--- config.mk ---
export PLATFORM = sky130hd
export DESIGN_NAME = basys_input_conditioner_flat
export DESIGN_NICKNAME = d
export VERILOG_FILES = /design/src/rtl/basys_input_conditioner_if.sv /design/src/rtl/basys_input_conditioner.sv /design/src/flat_wrapper.sv
export SDC_FILE = /design/constraint.sdc
export NUM_CORES = 1
export LEC_CHECK = 0
export ABC_AREA = 1
export BUFFER_PORTS_ARGS = -buffer_cell sky130_fd_sc_hd__buf_2
export CAP_MARGIN = 15
export CORE_AREA = 5 5 209 170
export DETAILED_ROUTE_END_ITERATION = 16
export DIE_AREA = 0 0 214 175
export GPL_ROUTABILITY_DRIVEN = 1
export HOLD_SLACK_MARGIN = 0.05
export SETUP_SLACK_MARGIN = 0.15
export SYNTH_ARGS = -nofsm -noshare
export SYNTH_HDL_FRONTEND = slang
export SYNTH_SLANG_ARGS = --single-unit
--- constraint.sdc ---
create_clock -name CLK_50MHZ_IN -period 15.6 [get_ports CLK_50MHZ_IN]
set_clock_uncertainty 0.05 [all_clocks]
set_input_delay 2.34 -clock CLK_50MHZ_IN [delete_from_list [all_inputs] [get_ports CLK_50MHZ_IN]]
set_output_delay 2.34 -clock CLK_50MHZ_IN [all_outputs]
set_load 0.01 [all_outputs]
--- src/rtl/basys_input_conditioner_if.sv ---
// basys_input_conditioner_if
// Board-side switch/button bundle between the BaSys pins and the input
// conditioner. The master side drives the raw pins and the sticky clears.
// The slave side (the conditioner) returns the cleaned levels, pulses and flags.
interface basys_input_conditioner_if;
   logic [7:0] switch_in;
   logic [3:0] btn_in;
   logic [3:0] sticky_clr;
   logic [7:0] switch_out;
   logic [3:0] btn_out;
   logic [3:0] btn_press;
   logic [3:0] btn_sticky;
   logic       btn_irq;

   modport master (
      output switch_in, btn_in, sticky_clr,
      input  switch_out, btn_out, btn_press, btn_sticky, btn_irq
   );

   modport slave (
      input  switch_in, btn_in, sticky_clr,
      output switch_out, btn_out, btn_press, btn_sticky, btn_irq
   );
endinterface

--- src/rtl/basys_input_conditioner.sv ---
// basys_input_conditioner
// Synchronises and debounces 8 toggle switches and 4 push buttons, then
// derives one-cycle press pulses for the buttons.
// Optional feature macro: INPUT_COND_STICKY_EN.
//   - Defined: builds per-button sticky press flags with a synchronous clear
//     and an interrupt request.
//   - Undefined: btn_sticky and btn_irq read 0, and sticky_clr is ignored.
// Channels 0-7 carry switch_in[7:0]. Channels 8-11 carry btn_in[3:0].
module basys_input_conditioner #(
   parameter int DEBOUNCE_CYCLES = 1000000,
   parameter int CNT_W           = 20
) (
   input  logic                      CLK_50MHZ_IN,
   input  logic                      rst,
   basys_input_conditioner_if.slave  cond
);

   localparam int               LP_NCH  = 12;
   localparam logic [CNT_W-1:0] LP_LAST = CNT_W'(DEBOUNCE_CYCLES - 1);

   logic [LP_NCH-1:0] w_raw;
   logic [LP_NCH-1:0] r_s1;
   logic [LP_NCH-1:0] r_s2;
   logic [LP_NCH-1:0] w_d;
   logic [3:0]        r_d_prev;
   logic [3:0]        r_press;

   assign w_raw = {cond.btn_in, cond.switch_in};

   // Two-flop synchroniser for every asynchronous pin
   always_ff @(posedge CLK_50MHZ_IN or posedge rst) begin
      if (rst) begin
         r_s1 <= '0;
         r_s2 <= '0;
      end else begin
         r_s1 <= w_raw;
         r_s2 <= r_s1;
      end
   end

   for (genvar ch = 0; ch < LP_NCH; ch++) begin : g_chan
      logic [CNT_W-1:0] r_cnt;
      logic             r_d;

      // Stability counter: any return to the current level wipes the count
      always_ff @(posedge CLK_50MHZ_IN or posedge rst) begin
         if (rst) begin
            r_cnt <= '0;
            r_d   <= 1'b0;
         end else if (r_s2[ch] == r_d) begin
            r_cnt <= '0;
         end else if (r_cnt == LP_LAST) begin
            r_d   <= r_s2[ch];
            r_cnt <= '0;
         end else begin
            r_cnt <= r_cnt + 1'b1;
         end
      end

      assign w_d[ch] = r_d;
   end

   // Registered rising-edge detect on the debounced button levels
   always_ff @(posedge CLK_50MHZ_IN or posedge rst) begin
      if (rst) begin
         r_d_prev <= 4'b0000;
         r_press  <= 4'b0000;
      end else begin
         r_d_prev <= w_d[11:8];
         r_press  <= w_d[11:8] & ~r_d_prev;
      end
   end

   assign cond.switch_out = w_d[7:0];
   assign cond.btn_out    = w_d[11:8];
   assign cond.btn_press  = r_press;

`ifdef INPUT_COND_STICKY_EN
   logic [3:0] r_sticky;

   // Sticky press flags; a press on the same cycle as a clear keeps the flag set
   always_ff @(posedge CLK_50MHZ_IN or posedge rst) begin
      if (rst) begin
         r_sticky <= 4'b0000;
      end else begin
         r_sticky <= (r_sticky & ~cond.sticky_clr) | r_press;
      end
   end

   assign cond.btn_sticky = r_sticky;
   assign cond.btn_irq    = |r_sticky;
`else
   logic w_unused;

   assign w_unused        = ^cond.sticky_clr;
   assign cond.btn_sticky = 4'b0000;
   assign cond.btn_irq    = 1'b0;
`endif

endmodule

--- src/flat_wrapper.sv ---
// flat-port wrapper written by rule: the top's interface ports become plain ports
module basys_input_conditioner_flat 
#(
   parameter int DEBOUNCE_CYCLES = 1000000,
   parameter int CNT_W           = 20
)
  (CLK_50MHZ_IN, rst, cond_switch_in, cond_btn_in, cond_sticky_clr, cond_switch_out, cond_btn_out, cond_btn_press, cond_btn_sticky, cond_btn_irq);
  basys_input_conditioner_if cond_i ();
  input  logic CLK_50MHZ_IN;
  input  logic rst;
  input wire logic [$bits(cond_i.switch_in)-1:0] cond_switch_in;
  input wire logic [$bits(cond_i.btn_in)-1:0] cond_btn_in;
  input wire logic [$bits(cond_i.sticky_clr)-1:0] cond_sticky_clr;
  output wire logic [$bits(cond_i.switch_out)-1:0] cond_switch_out;
  output wire logic [$bits(cond_i.btn_out)-1:0] cond_btn_out;
  output wire logic [$bits(cond_i.btn_press)-1:0] cond_btn_press;
  output wire logic [$bits(cond_i.btn_sticky)-1:0] cond_btn_sticky;
  output wire logic [$bits(cond_i.btn_irq)-1:0] cond_btn_irq;
  assign cond_i.switch_in = cond_switch_in;
  assign cond_i.btn_in = cond_btn_in;
  assign cond_i.sticky_clr = cond_sticky_clr;
  assign cond_switch_out = cond_i.switch_out;
  assign cond_btn_out = cond_i.btn_out;
  assign cond_btn_press = cond_i.btn_press;
  assign cond_btn_sticky = cond_i.btn_sticky;
  assign cond_btn_irq = cond_i.btn_irq;
  basys_input_conditioner #(.DEBOUNCE_CYCLES(DEBOUNCE_CYCLES), .CNT_W(CNT_W)) u_core (.CLK_50MHZ_IN(CLK_50MHZ_IN), .rst(rst), .cond(cond_i));
endmodule
==> impl_metrics.env <==
export IMPL_crit_type="reg2out"
export IMPL_cts_resized=0
export IMPL_synth_top_area_cell="dfrtp_1"
export IMPL_finalCritPeriodShare=0.2289
export IMPL_grt_max_degree=146
export IMPL_clk_pin_slew_worst_paths_ns=0.06
export IMPL_ys_seq_area_frac=0.4729
export IMPL_p_sw_mw=0.3419
export IMPL_holdCritPathClass="reg2reg"
export IMPL_async_flop_share=1.000
export IMPL_slew_viol_final=0
export IMPL_synthDistinctLibCells=39
export IMPL_r2r_slack_ns=13.90
export IMPL_slew_headroom=0.3802
export IMPL_fin_tns_setup_ns=0
export IMPL_dieArea_um2=37450
export IMPL_mostFrequentLayoutCells="nor2_1, nand2_1, dfrtp_1"
export IMPL_postCtsSetupBuffers=0
export IMPL_synth_warnings=0
export IMPL_critPathMaxFanout=4
export IMPL_clock_sinks=284
export IMPL_final_hold_viol_count=0
export IMPL_drive_gt1_frac=0.09824
export IMPL_syn_instance_count=1917
export IMPL_die_y_um=175
export IMPL_switching_share=0.2244
export IMPL_ios=39
export IMPL_ys_seq_elements=284
export IMPL_fmax_mhz=280.0
export IMPL_critPathLaunch="u_core.g_chan[8].r_d$_DFFE_PP0P_"
export IMPL_power_density_nw_per_um2=91.67
export IMPL_tightest_slew_ns=0.9298
export IMPL_p_seq_frac=0.495
export IMPL_status="finished, final reports clean"
export IMPL_rows=60
export IMPL_yosysTopAreaCellShare=0.4729
export IMPL_hold_start="u_core.r_s1[1]$_DFF_PP0_"
export IMPL_crit_path_start_kind="flip-flop"
export IMPL_r2r_start="u_core.g_chan[9].r_d$_DFFE_PP0P_"
export IMPL_postCtsHoldBufs=0
export IMPL_post_drt_via_cell_ratio=4.880
export IMPL_rsz0062_at_grt="false"
export IMPL_synth_edf_count=0
export IMPL_nNetsFinal=1991
export IMPL_design_area_um2=16620
export IMPL_ys_top_cells_by_area="dfrtp_1, nor2_1, nand2_1"
export IMPL_cp_end_kind="output port"
export IMPL_period_needed_ns=3.571
export IMPL_cap_viol_max_count=0
export IMPL_critical_path_arrival_ns=1.18
export IMPL_antenna_found_initial=0
export IMPL_hold_depth=0
export IMPL_num_vias=11800
export IMPL_grt_pass1_wl_mm=52.01
export IMPL_coreArea_um2=33260
export IMPL_cts_max_path_buffers=3
export IMPL_power_frac_clock=0.473
export IMPL_antenna_cells=0
export IMPL_dp_hpwl_mm=20.62
export IMPL_first_pass_iters=4
export IMPL_finalWeightedCongestion=0.8761
export IMPL_cp_top_family="flip-flops"
export IMPL_cts_inserted_buffers=31
export IMPL_cp_num_cells=1
export IMPL_worst_ir_drop_vdd_v=0.00008675
export IMPL_r2r_end="u_core.g_chan[9].r_cnt[18]$_DFF_PP0_"
export IMPL_combPwrFrac=0.031
export IMPL_ant_nets=0
export IMPL_ff2ff_path_depth=4
export IMPL_initial_core_util=0.4518
export IMPL_first_global_vias=11330
export IMPL_p_leak_nw=7.154
export IMPL_drc=0
export IMPL_drtIter0Drc=617
export IMPL_worstPathCellList="buf_2"
export IMPL_synth_area_um2=15030
export IMPL_whs_endpoint="u_core.r_s2[1]$_DFF_PP0_"
export IMPL_ys_flop_type="dfrtp_1"
export IMPL_avgSynthCellArea_um2=7.839
export IMPL_critPathSlowestCell="dfrtp_1"
export IMPL_finalWirelength_mm=28.96
export IMPL_htree_levels=1
export IMPL_io_buffers=29
export IMPL_slowest_delay_ns=0.43
export IMPL_postPlaceCellArea_um2=15600
export IMPL_clock_latency_ns=0.57
export IMPL_syn_to_final_growth_pct=10.59
export IMPL_grtUsageTotal=0.1572
export IMPL_die_w_um=214
export IMPL_cts_root_buf="clkbuf_16"
export IMPL_critPathRequiredTime_ns=13.21
export IMPL_grt_overflow=0
export IMPL_intPower_mw=1.182
export IMPL_final_common_cell="nor2_1"
export IMPL_setup_violations=0
export IMPL_wl_per_cell_um=11.97
export IMPL_crit_buf_inv=1
export IMPL_cts_tree="built"
==> routing by layer <==
layer,share of wire,vias up,wire (um),track usage
met4,0.019,0,564,0.03408
li1,-,6104,-,-
met1,0.51,5499,14760,0.2276
met3,0.040,45,1151,0.02754
met5,0,-,0,0
met2,0.43,156,12490,0.2500
==> worst max path at each step <==
stage                                                 to  slack (ns)
floorplan             u_core.cond.btn_press[0]$_DFF_PP0_        5.37
global placement    u_core.g_chan[1].r_cnt[16]$_DFF_PP0_       11.57
detailed placement  u_core.g_chan[1].r_cnt[16]$_DFF_PP0_       11.57
CTS                                      cond_btn_out[0]       11.99
global route        u_core.g_chan[1].r_cnt[18]$_DFF_PP0_       11.95
finish                                   cond_btn_out[0]       12.03
==> sequential cells by signal, indices dropped and copies added (netlist names) <==
name                   count
u_core.g_chan.r_d         12
u_core.cond.btn_press      4
u_core.r_s2               12
u_core.r_d_prev            4
u_core.g_chan.r_cnt      240
u_core.r_s1               12
==> cell type report <==
| cell class | count | area, um2 |
|---|---|---|
| inverter | 185 | 706.9 |
| clock buffer | 40 | 859.6 |
| timing repair buffer | 30 | 165.2 |
| sequential | 284 | 7107 |
| fill | 3191 | 16640 |
| tap | 434 | 543.0 |
| clock inverter | 17 | 158.9 |
| multi-input combinational | 1429 | 7078 |
==> cells by family (layout without fill, tap and decap cells) <==
logic type | after synthesis | count (layout) | share of synthesized area
compound gates | 75 | 75 | 0.02706
xor+xnor | 126 | 126 | 0.07594
fa+ha+maj | 12 | 12 | 0.009991
buf+inv | 208 | 272 | 0.05704
flops | 284 | 284 | 0.4729
other cells | 1 | 5 | 0.0002496
simple gates | 1211 | 1211 | 0.3568
==> power groups by stage <==
stage	clock network [mW]	logic [mW]	registers, mW
after detailed placement	0	0.0496	0.768
after CTS	0.752	0.0498	0.755
after global routing	0.783	0.0568	0.756
after floorplan	0	0.0375	0.767
final	0.721	0.0474	0.755
after global placement	0	0.0488	0.768
==> through the flow <==
stage | utilization | cells | power (mW) | hold WS [ns] | setup WS (ns)
after floorplan | - | 1921 | 0.8044 | 0.2812 | 5.374
after global placement | 0.4691 | 2362 | 0.8166 | 0.2830 | 11.57
after detailed placement | 0.4691 | 2362 | 0.8178 | 0.2872 | 11.57
after CTS | 0.4997 | 2419 | 1.556 | 0.3019 | 11.99
after global routing | 0.4997 | 2419 | 1.596 | 0.3059 | 11.95
final | 0.4997 | 2419 | 1.523 | 0.2985 | 12.03
==> synth_stat cells (all sizes together) (7+ instances only) <==
cell type,number
a21oi,38
and2,7
buf,23
dfrtp,284
ha,12
inv,184
nand2,364
nand3,197
nand3b,8
nand4,26
nor2,565
nor3,27
nor3b,10
o21ai,31
xnor2,37
xor2,89
(Power assumes the default switching activity.)
